==> config.mk <==
export PLATFORM = sky130hd
export DESIGN_NAME = fetch_stage
export DESIGN_NICKNAME = d
export VERILOG_FILES = /design/src/rtl/fetch_stage.sv
export SDC_FILE = /design/constraint.sdc
export NUM_CORES = 1
export LEC_CHECK = 0
export ABC_AREA = 1
export CORE_MARGIN = 2
export CORE_UTILIZATION = 47
export DETAILED_ROUTE_END_ITERATION = 10
export GPL_ROUTABILITY_DRIVEN = 0
export PLACE_DENSITY_LB_ADDON = 0.15
export SLEW_MARGIN = 20
export SYNTH_ARGS = -nofsm -noshare
export SYNTH_HDL_FRONTEND = slang
export SYNTH_SLANG_ARGS = --single-unit
==> constraint.sdc <==
create_clock -name clk -period 4.91 [get_ports clk]
set_clock_uncertainty 0.05 [all_clocks]
set_input_delay 0.491 -clock clk [delete_from_list [all_inputs] [get_ports clk]]
set_output_delay 0.491 -clock clk [all_outputs]
set_load 0.005 [all_outputs]
==> src/rtl/fetch_stage.sv <==
// ---------------------------------------------------------------------------
// fetch_stage
//
// Instruction fetch front end of the mp4 pipeline. Owns the PC, issues word
// requests on the imem_* magic-memory port, buffers returned instructions in
// a small FIFO and presents the FIFO head to decode with a valid/ready
// handshake. Redirects from execute flush the FIFO, retarget the PC and, if a
// request is still in flight, discard its response when it arrives. Every
// enqueued instruction carries an RVFI order number.
//
// Parameters
//   DEPTH     instruction FIFO entries (power of two, >= 2)
//   RESET_PC  PC loaded on reset
//
// Ports
//   clk           clock, all state updates on the rising edge
//   rst           synchronous active-high reset
//   imem_address  fetch address (word aligned), held while imem_read=1
//   imem_read     fetch request, held until imem_resp
//   imem_rdata    instruction word, valid with imem_resp
//   imem_resp     one-cycle completion pulse
//   redirect      execute redirects fetch (taken branch / jump)
//   redirect_pc   new PC, bits [1:0] ignored
//   if_valid      FIFO head valid
//   if_ready      decode accepts the head this cycle
//   if_inst       head instruction
//   if_pc         head PC
//   if_pc_next    head predicted next PC (if_pc + 4)
//   if_order      head RVFI order
//
// Optional build macro FETCH_PERF_CTR_EN adds saturating 32-bit counters:
//   perf_fetched  instructions enqueued
//   perf_stall    cycles with imem_read=1 and no imem_resp
//   perf_flush    redirect cycles
// ---------------------------------------------------------------------------
module fetch_stage #(
    parameter int          DEPTH    = 2,
    parameter logic [31:0] RESET_PC = 32'h4000_0000
) (
    input  logic        clk,
    input  logic        rst,
    output logic [31:0] imem_address,
    output logic        imem_read,
    input  logic [31:0] imem_rdata,
    input  logic        imem_resp,
    input  logic        redirect,
    input  logic [31:0] redirect_pc,
    output logic        if_valid,
    input  logic        if_ready,
    output logic [31:0] if_inst,
    output logic [31:0] if_pc,
    output logic [31:0] if_pc_next,
    output logic [63:0] if_order
`ifdef FETCH_PERF_CTR_EN
    ,
    output logic [31:0] perf_fetched,
    output logic [31:0] perf_stall,
    output logic [31:0] perf_flush
`endif
);

    localparam int AW = (DEPTH > 1) ? $clog2(DEPTH) : 1;
    localparam int CW = AW + 1;
    localparam logic [CW-1:0] DEPTH_C = CW'(DEPTH);

    localparam logic [1:0] ST_IDLE    = 2'd0;
    localparam logic [1:0] ST_REQ     = 2'd1;
    localparam logic [1:0] ST_DISCARD = 2'd2;

    typedef struct packed {
        logic [31:0] inst;
        logic [31:0] pc;
        logic [31:0] pc_next;
        logic [63:0] order;
    } slot_t;

    logic [1:0]    state_reg,  state_next;
    logic [31:0]   pc_reg,     pc_next;
    logic [31:0]   addr_reg,   addr_next;
    logic [63:0]   order_reg,  order_next;
    logic [CW-1:0] count_reg,  count_next;
    logic [AW-1:0] rd_ptr_reg, rd_ptr_next;
    logic [AW-1:0] wr_ptr_reg, wr_ptr_next;

    logic  do_pop;
    logic  do_enq;
    logic  do_flush;
    slot_t slot_q [DEPTH];
    slot_t head;

    // Low address bits of a redirect target are forced to zero.
    logic unused_redirect_lsbs;
    assign unused_redirect_lsbs = ^redirect_pc[1:0];

    assign head         = slot_q[rd_ptr_reg];
    assign if_valid     = (count_reg != '0);
    assign if_inst      = head.inst;
    assign if_pc        = head.pc;
    assign if_pc_next   = head.pc_next;
    assign if_order     = head.order;
    // DISCARD keeps the abandoned request on the bus until memory completes it.
    assign imem_read    = (state_reg != ST_IDLE);
    assign imem_address = addr_reg;

    always_comb begin
        do_pop     = if_valid & if_ready;
        do_enq     = 1'b0;
        do_flush   = 1'b0;
        state_next = state_reg;
        pc_next    = pc_reg;
        order_next = order_reg;

        if (redirect) begin
            do_flush = 1'b1;
            pc_next  = {redirect_pc[31:2], 2'b00};
            // Rewind the order to the oldest flushed instruction; with an empty
            // FIFO nothing wrong-path was numbered, so the order stands.
            if (count_reg != '0) begin
                order_next = head.order;
            end
            case (state_reg)
                // A response landing in the redirect cycle closes the old
                // request, so the new target can be requested right away.
                ST_REQ, ST_DISCARD: state_next = imem_resp ? ST_REQ : ST_DISCARD;
                default:            state_next = ST_REQ;
            endcase
        end else begin
            case (state_reg)
                ST_IDLE: begin
                    // Free slot judged after this cycle's pop.
                    if ((count_reg - CW'(do_pop)) < DEPTH_C) begin
                        state_next = ST_REQ;
                    end
                end
                ST_REQ: begin
                    if (imem_resp) begin
                        do_enq     = 1'b1;
                        pc_next    = pc_reg + 32'd4;
                        order_next = order_reg + 64'd1;
                        state_next = ((count_reg + CW'(1) - CW'(do_pop)) < DEPTH_C)
                                     ? ST_REQ : ST_IDLE;
                    end
                end
                ST_DISCARD: begin
                    if (imem_resp) begin
                        state_next = ((count_reg - CW'(do_pop)) < DEPTH_C)
                                     ? ST_REQ : ST_IDLE;
                    end
                end
                default: state_next = ST_IDLE;
            endcase
        end

        count_next  = do_flush ? '0 : (count_reg + CW'(do_enq) - CW'(do_pop));
        rd_ptr_next = do_flush ? '0 : (rd_ptr_reg + AW'(do_pop));
        wr_ptr_next = do_flush ? '0 : (wr_ptr_reg + AW'(do_enq));

        // The bus address only moves when a new request is launched; while a
        // request is pending it stays put even if the PC is redirected.
        addr_next = (state_next == ST_REQ) ? pc_next : addr_reg;
    end

    always_ff @(posedge clk) begin
        if (rst) begin
            state_reg  <= ST_IDLE;
            pc_reg     <= RESET_PC;
            addr_reg   <= RESET_PC;
            order_reg  <= '0;
            count_reg  <= '0;
            rd_ptr_reg <= '0;
            wr_ptr_reg <= '0;
        end else begin
            state_reg  <= state_next;
            pc_reg     <= pc_next;
            addr_reg   <= addr_next;
            order_reg  <= order_next;
            count_reg  <= count_next;
            rd_ptr_reg <= rd_ptr_next;
            wr_ptr_reg <= wr_ptr_next;
        end
    end

    // FIFO storage. Slots are cleared on reset so the head outputs read zero
    // out of reset; a flush only moves the pointers.
    genvar gi;
    generate
        for (gi = 0; gi < DEPTH; gi++) begin : g_slot
            slot_t entry_reg;

            always_ff @(posedge clk) begin
                if (rst) begin
                    entry_reg <= '0;
                end else if (do_enq && (wr_ptr_reg == AW'(gi))) begin
                    entry_reg.inst    <= imem_rdata;
                    entry_reg.pc      <= pc_reg;
                    entry_reg.pc_next <= pc_reg + 32'd4;
                    entry_reg.order   <= order_reg;
                end
            end

            assign slot_q[gi] = entry_reg;
        end
    endgenerate

`ifdef FETCH_PERF_CTR_EN
    logic [31:0] perf_fetched_reg;
    logic [31:0] perf_stall_reg;
    logic [31:0] perf_flush_reg;

    always_ff @(posedge clk) begin
        if (rst) begin
            perf_fetched_reg <= '0;
            perf_stall_reg   <= '0;
            perf_flush_reg   <= '0;
        end else begin
            if (do_enq && (perf_fetched_reg != '1)) begin
                perf_fetched_reg <= perf_fetched_reg + 32'd1;
            end
            if (imem_read && !imem_resp && (perf_stall_reg != '1)) begin
                perf_stall_reg <= perf_stall_reg + 32'd1;
            end
            if (redirect && (perf_flush_reg != '1)) begin
                perf_flush_reg <= perf_flush_reg + 32'd1;
            end
        end
    end

    assign perf_fetched = perf_fetched_reg;
    assign perf_stall   = perf_stall_reg;
    assign perf_flush   = perf_flush_reg;
`else
    // Counter-free build: no performance state.
`endif

endmodule

======== Word level (Yosys, flattened, before mapping) ========
Index checks and enable logic that the tools add are counted.
word-level totals
  register bits after elaboration ......... 454
  input port bits ......................... 69
  output and inout bits ................... 194
operators by class
  $add $sub $neg .......................... 9
  order comparisons ....................... 3
  equal/unequal tests ..................... 4
  multiplexer cells ....................... 23
  bitwise operators ....................... 3
  reduce and logical (&&, ||, !) cells .... 10
operator list
  operator                                                          number
  160-bit two-way mux                                               3
  64-bit two-way mux                                                4
  32-bit two-way mux                                                3
  64-bit by 1-bit adder with 64-bit output (second input constant)  1
  32-bit by 3-bit adder with 32-bit output (second input constant)  1
  2-bit two-way mux                                                 6
  2-bit nonzero test                                                4
  1-bit two-way mux                                                 6
  2-bit one-hot mux with 3 select lines                             1
  2-bit by 1-bit subtractor with 2-bit output                       3
  2-bit by 1-bit == test with 1-bit output (second input constant)  2
  2-bit less-than comparator (second input constant)                2
  2-bit OR reduction                                                2
  3-bit AND reduction                                               1
  1-bit adder                                                       2
  2-bit by 1-bit adder with 2-bit output                            1
  2-bit by 1-bit adder with 2-bit output (second input constant)    1
  2-bit == test (second input constant)                             1
  2-bit greater-or-equal comparator (second input constant)         1
  1-bit logical AND                                                 2
  2-bit zero test                                                   1
  2-bit by 1-bit != test with 1-bit output (second input constant)  1
  1-bit NOT with 2-bit output                                       1
  1-bit AND                                                         1
  1-bit NOT                                                         1

======== Longest topological paths before layout ========
  depth after elaboration ................. 9
  gate-level depth with buffers ........... 15
  gate-level depth less buffers ........... 13

======== Worst setup path after synthesis ========
Ideal clock, no wire load.
  kind .................................... reg2reg
  start ................................... register state_reg[1]
  end ..................................... register g_slot[1].entry_reg[107] (netlist bit)
  setup time .............................. 0.133 ns
  data arrival time ....................... 2.280 ns
  required time ........................... 4.727 ns
  setup slack ............................. 2.448 ns
  cell stages (with the launch flop) ...... 12
  period minus slack after synthesis ...... 2.462 ns
  cells stage by stage .................... dfxtp_1 -> inv_1 -> ha_1 -> nand2_2 -> nor2_2 -> clkbuf_1 -> ha_1 -> buf_2 -> buf_2 -> buf_2 -> clkbuf_1 -> a21oi_1
on the way
  longest elaborated chain between the ends .. 4
ends and longest elaborated chain
  what                                      RTL line  text
  start: declaration                        77        logic [1:0] state_reg, state_next;
  start signal: assignment                  173       state_reg <= state_next;
  2-bit by 1-bit == test with 1-bit output  128       case (state_reg)
  1-bit two-way mux                         128
  1-bit two-way mux                         113       if (redirect) begin
  1-bit logical AND                         193       end else if (do_enq && (wr_ptr_reg == AW'(gi))) begin
  end: declaration                          188       slot_t entry_reg;
Every way passes these cells.
A chain may end at the register's enable or synchronous reset.

======== Final worst setup path ========
  start ................................... register rd_ptr_reg
  end ..................................... output port if_order[29]
on the way
  longest elaborated chain between the ends .. 4
ends and longest elaborated chain
  what                                                    RTL line  text
  start: declaration                                      82        logic [AW-1:0] rd_ptr_reg, rd_ptr_next;
  start signal: assignment                                178       rd_ptr_reg <= rd_ptr_next;
  1-bit NOT with 2-bit output (implied by the code)       95        assign head = slot_q[rd_ptr_reg];
  160-bit two-way mux (implied by the code) (3 in a row)  95
  end: declaration                                        53        output logic [63:0] if_order
Every way passes these cells. The select of a mux whose other input is x is not followed.

==> flow_metrics.env <==
export IMPL_syn_nets=3387
export IMPL_status="finished clean"
export IMPL_dr_pass1_iters=6
export IMPL_synthFlopType="dfxtp_1"
export IMPL_groute_usage_overall_pct=29.5
export IMPL_yosysTopAreaCell="dfxtp_1"
export IMPL_stdcell_area_sq_um=26100
export IMPL_cts_hold_buf=0
export IMPL_post_route_min_period_ps=3640
export IMPL_die_w_microns=219
export IMPL_diodes=0
export IMPL_tightestPinTransition_ps=1080
export IMPL_cts_resized=0
export IMPL_drt_iter0_markers=2295
export IMPL_portBuffers=260
export IMPL_cts_setup_buffers=0
export IMPL_hold_path_class="flip-flop to flip-flop"
export IMPL_finalPower_w=0.00867
export IMPL_grt_max_degree=256
export IMPL_ys_ff_latch=450
export IMPL_synth_cell_type_count=41
export IMPL_largest_reg_flops=316
export IMPL_rsz0062_at_grt="false"
export IMPL_wl_microns=72500
export IMPL_wl_per_cell_microns=17.8
export IMPL_path_max_fanout=57
export IMPL_synth_area_sq_um=21700
export IMPL_seq_area_frac_synth_pct=41.5
export IMPL_area_delta_synth_final_pct=20.1
export IMPL_clockBufferDepth=3
export IMPL_yosysWarnings=0
export IMPL_leakage_nw=11.3
export IMPL_drive_gt1_share_pct=5.73
export IMPL_final_setup_viol_count=0
export IMPL_hpwlAfterDp_microns=48100
export IMPL_viasPerCell=5.56
export IMPL_placed_area_sq_um=24400
export IMPL_layout_nets=3512
export IMPL_cts_tree="built"
export IMPL_arrival_ps=3100
export IMPL_pin_count=263
export IMPL_ant_nets=0
export IMPL_fin_crit_sh_pct=74.1
export IMPL_cts_buffers=49
export IMPL_syn_area_per_cell_sq_um=6.56
export IMPL_cp_end_kind="output port"
export IMPL_num_rows=78
export IMPL_synth_edff_count=0
export IMPL_synth_top_cell_area_share_pct=41.5
export IMPL_maxCapViolCount=0
export IMPL_clk_latency_ps=600
export IMPL_finalHoldViolCount=0
export IMPL_drcViolationCount=0
export IMPL_cts_root_buf="clkbuf_16"
export IMPL_max_freq_mhz=275
export IMPL_slew_violations=0
export IMPL_h_tree_depth=2
export IMPL_whs_ps=419
export IMPL_num_vias=22700
export IMPL_ir_drop_uv=255
export IMPL_die_area_sq_um=47900
export IMPL_async_reset_ff_share_pct=0
export IMPL_grt_overflow_total=0
export IMPL_initial_core_util_pct=47.8
export IMPL_p_per_area_nw_per_um2=332
export IMPL_synthCells=3309
export IMPL_relSlewSlack_pct=27.8
export IMPL_core_area_sq_um=45500
export IMPL_die_h_microns=219
export IMPL_path_clk_slew_ps=60
export IMPL_synth_area_leaders="dfxtp_1 (41%), nand2_1 (16%), o21ai_0 (9.1%), nor2_1 (6.7%), a21oi_1 (6.5%)"
export IMPL_crit_type="flip-flop to output port"
export IMPL_cts_sinks=450
export IMPL_grt_pass1_wl_microns=113000
export IMPL_cp_required_ps=4370
export IMPL_grt_pass1_vias=21000
export IMPL_crit_path_start_kind="flip-flop"
export IMPL_grt_antenna_before_repair=2
export IMPL_fin_setup_tns_ps=0
## cell usage after synthesis, types with 4 or more instances
| cell | instances |
|---|---|
| a21oi_1 | 280 |
| nand2_2 | 15 |
| a21oi_2 | 4 |
| ha_1 | 9 |
| dfxtp_1 | 450 |
| o21bai_1 | 9 |
| xor2_1 | 11 |
| nand3_1 | 176 |
| o21ai_0 | 396 |
| inv_1 | 267 |
| nand4_1 | 26 |
| nor2_4 | 11 |
| nor3_1 | 10 |
| clkbuf_1 | 142 |
| or2_2 | 22 |
| buf_1 | 18 |
| inv_2 | 9 |
| o211ai_1 | 43 |
| o21ai_1 | 14 |
| o22ai_1 | 7 |
| a211oi_1 | 5 |
| nor2_2 | 21 |
| buf_4 | 5 |
| buf_2 | 35 |
| xnor2_1 | 4 |
| nor2_1 | 386 |
| nand2_1 | 913 |
## report_power, final
| group | total [W] | internal (W) | switching (W) | leakage (nW) |
|---|---|---|---|---|
| registers | 0.00393 | 0.00380 | 0.000123 | 3.66 |
| clock network | 0.00378 | 0.00222 | 0.00156 | 0.815 |
| logic | 0.000963 | 0.000392 | 0.000571 | 6.86 |
## per-stage QoR
stage               cells  worst slack (ps)  util, %
finish               4072              1270     57.4
floorplan            3309              2450        -
global route         4072              1100     57.4
detailed placement   3983              1560     53.7
global placement     3983              1680     53.7
CTS                  4072              1210     57.4
## final cells by class
cell class                      count  area [sq um]
Clock buffer                       71          1500
Clock inverter                     18           160
Fill cell                        4379         19400
Inverter                          277          1050
Multi-Input combinational cell   2379         10900
Sequential cell                   450          9010
Tap cell                          600           751
Timing Repair Buffer              277          2760
## cells by family after synthesis
kind of cell	synth area share (%)
AO/OA/AOI/OAI	18.5
XOR/XNOR	0.605
adder cells (fa/ha/maj)	0.519
buffers and inverters	8.66
flip-flops	41.5
multiplexers	0.0461
AND/OR/NAND/NOR	30.2
## final timing paths
kind,slack [ps],to,from,depth (start not counted)
max,1270,if_order[29],rd_ptr_reg,5
min,420,imem_address[6],imem_address[6],2
max reg2reg,1870,order_reg[44],state_reg[1],10
min reg2reg,420,imem_address[6],imem_address[6],2
## metal layers
layer / vias to the layer above / global-route usage (%) / part of all wire [%]
met3: 146 / 7.40 / 9.9
met1: 10600 / 41.3 / 44
met5: - / 0 / 0.037
met2: 945 / 43.8 / 43
met4: 4 / 10.7 / 3.3
li1: 10900 / - / -
## cells in the final DEF, fill, tap and decap left out, drive strengths merged
cell type / n
nor3: 13
clkbuf: 71
a31oi: 1
ha: 9
nand4: 26
a221oi: 1
or2: 22
and2: 2
a21oi: 284
clkdlybuf4s50: 258
clkinvlp: 5
buf: 19
o211ai: 43
o21a: 2
clkinv: 11
o22ai: 7
o21ai: 410
a211oi: 5
nor2: 419
a311oi: 2
xor2: 11
dfxtp: 450
xnor2: 4
inv: 277
bufinv: 2
o21bai: 9
mux2i: 1
nand3: 176
nand2: 931
nand3b: 1
## worst max-delay path, stage by stage, from the launching register on
cell	delay, ps
dfxtp_4	490
inv_4	560
buf_4	580
nand2_1	100
nand2_1	190
clkdlybuf4s50_1	540
No activity file was read; power rests on OpenSTA's default activity.
